### src/rtl/tuple_serializer_if.sv
// tuple_serializer_if: tuple input handshake (4 signed words) and serialized word output stream.
// The serializer connects through the slave modport; the tuple generator / sink side uses master.
interface tuple_serializer_if #(
  parameter int WIDTH = 32
);
  logic signed [WIDTH-1:0] _in0;
  logic signed [WIDTH-1:0] _in1;
  logic signed [WIDTH-1:0] _in2;
  logic signed [WIDTH-1:0] _in3;
  logic                    _in_valid;
  logic                    _in_ready;
  logic                    _in_done;
  logic signed [WIDTH-1:0] _out;
  logic                    _out_valid;
  logic                    _out_ready;
  logic                    _out_last;

  modport master (
    output _in0, _in1, _in2, _in3, _in_valid, _in_done, _out_ready,
    input  _in_ready, _out, _out_valid, _out_last
  );

  modport slave (
    input  _in0, _in1, _in2, _in3, _in_valid, _in_done, _out_ready,
    output _in_ready, _out, _out_valid, _out_last
  );
endinterface

### src/rtl/tuple_serializer.sv
// tuple_serializer: buffers 4-word tuples in a FIFO and replays them one word per cycle.
// Define TUPLE_SERIALIZER_CHECKSUM_EN to add the running _checksum output.
module tuple_serializer #(
  parameter int WIDTH       = 32,
  parameter int DEPTH       = 8,
  parameter int COUNT_WIDTH = 16
) (
  input  logic                   _clock,
  input  logic                   _reset,
  tuple_serializer_if.slave      bus,
  output logic [COUNT_WIDTH-1:0] _count,
  output logic                   _done
`ifdef TUPLE_SERIALIZER_CHECKSUM_EN
  ,
  output logic [WIDTH-1:0]       _checksum
`endif
);

  localparam int AW = $clog2(DEPTH);
  localparam int OW = AW + 1;

  typedef logic [3:0][WIDTH-1:0] tuple_t;
  typedef enum logic [1:0] {IDLE, SEND, DONE} state_e;

  state_e                 state_q, state_d;
  tuple_t                 mem [DEPTH];
  tuple_t                 hold_q, hold_d;
  logic [1:0]             idx_q, idx_d;
  logic [AW-1:0]          wr_ptr_q, wr_ptr_d;
  logic [AW-1:0]          rd_ptr_q, rd_ptr_d;
  logic [OW-1:0]          occ_q, occ_d;
  logic [COUNT_WIDTH-1:0] count_q, count_d;
  logic                   done_seen_q, done_seen_d;
  logic                   push, pop, empty, out_fire;

  // Occupancy counts FIFO entries only; the holding register is one extra tuple of slack.
  assign empty          = (occ_q == '0);
  assign bus._in_ready  = !_reset && (occ_q < OW'(DEPTH)) && (state_q != DONE);
  assign push           = bus._in_valid && bus._in_ready;
  assign bus._out_valid = (state_q == SEND);
  assign bus._out_last  = (state_q == SEND) && (idx_q == 2'd3);
  assign bus._out       = hold_q[idx_q];
  assign out_fire       = bus._out_valid && bus._out_ready;
  assign _count         = count_q;
  assign _done          = (state_q == DONE);

  always_comb begin
    // NOTE: every signal gets a default first so no path leaves it unassigned (no latch).
    state_d     = state_q;
    hold_d      = hold_q;
    idx_d       = idx_q;
    count_d     = count_q;
    done_seen_d = done_seen_q | bus._in_done;
    pop         = 1'b0;
    unique case (state_q)
      IDLE: begin
        if (!empty) begin
          pop     = 1'b1;
          hold_d  = mem[rd_ptr_q];
          idx_d   = 2'd0;
          state_d = SEND;
        end else if (done_seen_q) begin
          state_d = DONE;
        end
      end
      SEND: begin
        if (out_fire) begin
          if (idx_q != 2'd3) begin
            idx_d = idx_q + 2'd1;
          end else begin
            if (count_q != '1) count_d = count_q + COUNT_WIDTH'(1);
            // Back-to-back tuples reload in the same edge so the stream has no bubble.
            if (!empty) begin
              pop    = 1'b1;
              hold_d = mem[rd_ptr_q];
              idx_d  = 2'd0;
            end else begin
              state_d = IDLE;
            end
          end
        end
      end
      DONE:    ;
      default: state_d = IDLE;
    endcase
  end

  always_comb begin
    wr_ptr_d = wr_ptr_q;
    rd_ptr_d = rd_ptr_q;
    occ_d    = occ_q;
    if (push) wr_ptr_d = wr_ptr_q + AW'(1);
    if (pop)  rd_ptr_d = rd_ptr_q + AW'(1);
    if (push && !pop)      occ_d = occ_q + OW'(1);
    else if (pop && !push) occ_d = occ_q - OW'(1);
  end

  always_ff @(posedge _clock) begin
    // NOTE: state registers use non-blocking assignments so all flops update from pre-edge values.
    if (_reset) begin
      state_q     <= IDLE;
      hold_q      <= '0;
      idx_q       <= 2'd0;
      wr_ptr_q    <= '0;
      rd_ptr_q    <= '0;
      occ_q       <= '0;
      count_q     <= '0;
      done_seen_q <= 1'b0;
    end else begin
      state_q     <= state_d;
      hold_q      <= hold_d;
      idx_q       <= idx_d;
      wr_ptr_q    <= wr_ptr_d;
      rd_ptr_q    <= rd_ptr_d;
      occ_q       <= occ_d;
      count_q     <= count_d;
      done_seen_q <= done_seen_d;
    end
  end

  // NOTE: the FIFO storage is not reset; the pointers and occupancy alone define its contents.
  always_ff @(posedge _clock) begin
    if (push) mem[wr_ptr_q] <= {bus._in3, bus._in2, bus._in1, bus._in0};
  end

`ifdef TUPLE_SERIALIZER_CHECKSUM_EN
  logic [WIDTH-1:0] sum_q, sum_d;

  always_comb begin
    sum_d = sum_q;
    if (out_fire) sum_d = sum_q + bus._out;
  end

  always_ff @(posedge _clock) begin
    if (_reset) sum_q <= '0;
    else        sum_q <= sum_d;
  end

  assign _checksum = sum_q;
`endif

endmodule

### src/flat_wrapper.sv
// flat-port wrapper written by rule: the top's interface ports become plain ports
module tuple_serializer_flat 
#(
  parameter int WIDTH       = 32,
  parameter int DEPTH       = 8,
  parameter int COUNT_WIDTH = 16
)
  (_clock, _reset, _count, _done, bus__in0, bus__in1, bus__in2, bus__in3, bus__in_valid, bus__in_done, bus__out_ready, bus__in_ready, bus__out, bus__out_valid, bus__out_last);
  tuple_serializer_if #(.WIDTH(WIDTH)) bus_i ();
  input  logic _clock;
  input  logic _reset;
  output logic [COUNT_WIDTH-1:0] _count;
  output logic _done;
  input wire logic [$bits(bus_i._in0)-1:0] bus__in0;
  input wire logic [$bits(bus_i._in1)-1:0] bus__in1;
  input wire logic [$bits(bus_i._in2)-1:0] bus__in2;
  input wire logic [$bits(bus_i._in3)-1:0] bus__in3;
  input wire logic [$bits(bus_i._in_valid)-1:0] bus__in_valid;
  input wire logic [$bits(bus_i._in_done)-1:0] bus__in_done;
  input wire logic [$bits(bus_i._out_ready)-1:0] bus__out_ready;
  output wire logic [$bits(bus_i._in_ready)-1:0] bus__in_ready;
  output wire logic [$bits(bus_i._out)-1:0] bus__out;
  output wire logic [$bits(bus_i._out_valid)-1:0] bus__out_valid;
  output wire logic [$bits(bus_i._out_last)-1:0] bus__out_last;
  assign bus_i._in0 = bus__in0;
  assign bus_i._in1 = bus__in1;
  assign bus_i._in2 = bus__in2;
  assign bus_i._in3 = bus__in3;
  assign bus_i._in_valid = bus__in_valid;
  assign bus_i._in_done = bus__in_done;
  assign bus_i._out_ready = bus__out_ready;
  assign bus__in_ready = bus_i._in_ready;
  assign bus__out = bus_i._out;
  assign bus__out_valid = bus_i._out_valid;
  assign bus__out_last = bus_i._out_last;
  tuple_serializer #(.WIDTH(WIDTH), .DEPTH(DEPTH), .COUNT_WIDTH(COUNT_WIDTH)) u_core (._clock(_clock), ._reset(_reset), .bus(bus_i), ._count(_count), ._done(_done));
endmodule
### config.mk
export PLATFORM = sky130hd
export DESIGN_NAME = tuple_serializer_flat
export DESIGN_NICKNAME = d
export VERILOG_FILES = /design/src/rtl/tuple_serializer_if.sv /design/src/rtl/tuple_serializer.sv /design/src/flat_wrapper.sv
export SDC_FILE = /design/constraint.sdc
export NUM_CORES = 1
export LEC_CHECK = 0
export CAP_MARGIN = 20
export CORE_ASPECT_RATIO = 1.5
export CORE_MARGIN = 1
export CORE_UTILIZATION = 54
export DETAILED_ROUTE_END_ITERATION = 10
export PLACE_DENSITY = 0.79
export SYNTH_ARGS = -nofsm -noshare
export SYNTH_HDL_FRONTEND = slang
export SYNTH_SLANG_ARGS = --single-unit
### constraint.sdc
create_clock -name _clock -period 11.5 [get_ports _clock]
set_clock_uncertainty 0.05 [all_clocks]
set_input_delay 2.3 -clock _clock [delete_from_list [all_inputs] [get_ports _clock]]
set_output_delay 2.3 -clock _clock [all_outputs]
set_load 0.01 [all_outputs]
==> flow_summary.yaml <==
status:
  outcome: "complete, but fails checks"
  failed_checks: "slew limit"
job:
  max_cap_violations: 0
synth:
  synth-edff-count: 1024
  yosys.area_share.simple: 0.0242
  netlist_area_um2: 44900
  netlist_top_cells_count: "edfxtp_1 (1024), mux4_2 (288), dfxtp_1 (162)"
  synth_compound_area_frac: 0.0269
  yosysMostFrequentCell: "edfxtp_1"
  yosysWarnings: 0
  synthMuxAreaShare: 0.174
  ys_seq_area_frac: 0.757
  yosysTopAreaCell: "edfxtp_1"
  synth_xor_area_frac: 0.000780
  synthCells: 2155
  avgSynthCellArea_um2: 20.8
  syn-num-nets: 2296
  synthArstFlopShare: 0
  synth_top_family_by_area: "multiplexers"
  synth.distinct_cells: 52
  yosys.area.top_type_share: 0.685
  ys_top_cells_by_area: "edfxtp_1 (68%), mux4_2 (14%), dfxtp_1 (7.2%)"
  ys_seq_elements: 1186
  synth_fa_ha_area_frac: 0.00240
  synthFlopType: "edfxtp_1"
pwr:
  power_frac_clock: 0.310
  power_density_nw_per_um2: 212
  internal_power_mw: 7.89
  sequentialPowerShare: 0.487
  ir_worst_vdd_mv: 0.306
  p_switching_mw: 2.95
  share_comb_of_total_power: 0.203
  p_total_mw: 10.8
  switching_share: 0.272
  p_leak_nw: 15.6
detailed_routing:
  dr.pass1.iters: 7
  drc: 0
  vias: 21580
  drtIter0Drc: 2016
  via_per_inst: 6.11
  avgRoutedWirePerCell_um: 28.0
  drtAntennaViolNets: 0
  wl_mm: 98.7
placed_design:
  io_buffers: 184
  gp_congestion: 0.835
  dpl.hpwl_mm: 55.8
global_route:
  gr-total-overflow: 0
  grt_pass1_wl_mm: 145
  antenna_found_initial: 15
  grt_pass1_vias: 21980
  grt_max_degree: 260
  track_usage: 0.238
die:
  io_pins: 185
  die_h_um: 355
  std_cell_rows: 129
  core_area_um2: 82500
  die_area_um2: 84300
  start_util: 0.544
  die_x_um: 237
worst_setup_path:
  crit_path_start: "_reset"
  reg2regPathDepth: 5
  critPathMaxFanout: 78
  crit_type: "input port to primary output"
  endpoint_kind: "primary output"
  worstPathRequired_ns: 9.15
  cp-start-kind: "input port"
  arrival_ns: 3.34
  rr_endpoint: "u_core.hold_q[18]"
  crit_end: "bus__in_ready"
  r2r_slack_ns: 7.23
sta:
  setup-violations-final: 0
  tns_ns: 0
  worstMarginPinSlew_ns: 1.59
  maxSlewViolCount: 45
  period_share: 0.495
  timing.fmax_ghz: 0.176
  fin_hold_ws_ns: 0.429
  final_hold_viol_count: 0
  min_period_ns: 5.69
  grt_setup_unrepaired: "no"
  max_slew_margin: -0.0623
clock_network:
  cts.clk_slew.worst_paths_ns: 0.06
  cts_resized: 0
  root_buffer: "clkbuf_16"
  htreeDepth: 3
  worstSkewPairLatency_ns: 0.69
  clockBufferDepth: 3
  ctsHoldBuffers: 0
  cts.sinks: 1186
  post_cts_buffers: 0
  cts_tree: "done"
  numCtsBuffers: 101
finish:
  fill_cells: 5386
  drive_gt1_frac: 0.203
  syn_to_final_growth_pct: 14.0
  layout.nets: 2474
min_path:
  hold_path.class: "flip-flop to flip-flop"
-- cell type report --
class / count / area [um2] / share of cell area
antenna: 4 / 10.0 / 0.000196
clock buffer: 128 / 2820 / 0.0550
clock inverter: 55 / 468 / 0.00914
inverter: 9 / 33.8 / 0.000660
multi-input combinational: 831 / 10300 / 0.202
sequential: 1186 / 34000 / 0.664
tap: 1113 / 1390 / 0.0272
timing repair buffer: 204 / 2130 / 0.0416
-- per-layer routing --
metal,track usage,wire (um)
met2,0.400,50600
met1,0.301,37500
met3,0.0503,6580
met4,0.0985,3930
met5,0,119
-- cells in the final DEF, fill, tap and decap left out, drive strengths merged, types with 2 or more instances in the layout --
master	instances
nand2	13
nand4	7
dfxtp	162
nor2	155
nor3	12
mux2i	130
mux2	4
nor2b	6
or4	5
o21ai	7
xnor2	2
o31ai	3
buf	21
diode	4
a21oi	17
edfxtp	1024
clkdlybuf4s50	183
a31oi	4
mux4	288
nor4	3
clkinv	36
a211oi	131
o41ai	2
inv	17
nand3	7
ha	7
clkinvlp	5
nand2b	7
clkbuf	128
a21boi	2
bufinv	6
xor2	2
or3	4
-- worst max-delay path: stages --
cell	delay, ns
buf_6	0.43
nor3_1	0.10
clkdlybuf4s50_1	0.50
-- worst min-delay path by stage --
stage,from,end,cells after the start
2_1_floorplan,u_core.done_seen_q,u_core.done_seen_q,2
3_3_place_gp,u_core.done_seen_q,u_core.done_seen_q,2
3_5_place_dp,u_core.done_seen_q,u_core.done_seen_q,2
4_1_cts,u_core.done_seen_q,u_core.done_seen_q,2
5_1_grt,u_core.done_seen_q,u_core.done_seen_q,2
6_report,u_core.done_seen_q,u_core.done_seen_q,2
-- power by group through the flow --
stage	clock, mW	combinational (mW)	sequential (mW)
2_1_floorplan	0	1.55	5.21
3_3_place_gp	0	2.15	5.35
3_5_place_dp	0	2.20	5.37
4_1_cts	3.41	2.22	5.28
5_1_grt	3.58	2.35	5.31
6_report	3.36	2.20	5.29
-- cells by family after synthesis --
logic type	count (synthesis)
compound gates	169
xor+xnor	4
fa+ha+maj	8
buf+inv	138
flops	1186
mux	422
simple gates	228
-- stage by stage --
stage          setup WS (ns)  cells   util  area, um2
6_report                5.81   3530  0.621      51200
5_1_grt                 5.72   3529  0.621      51200
4_1_cts                 5.79   3526  0.621      51200
3_5_place_dp            5.75   3343  0.581      47900
3_3_place_gp            5.81   3343  0.581      47900
2_1_floorplan           2.68   2155      -      44900
-- registers in the layout, summed over array words and instances, names as in the netlist, named ones only --
name	cells
u_core.rd_ptr_q	3
u_core.done_seen_q	1
u_core.idx_q	2
u_core.hold_q	128
u_core.state_q	2
u_core.wr_ptr_q	3
u_core.mem	1024
u_core.occ_q	4
u_core._count	16
Power figures use the tool's default switching activity.
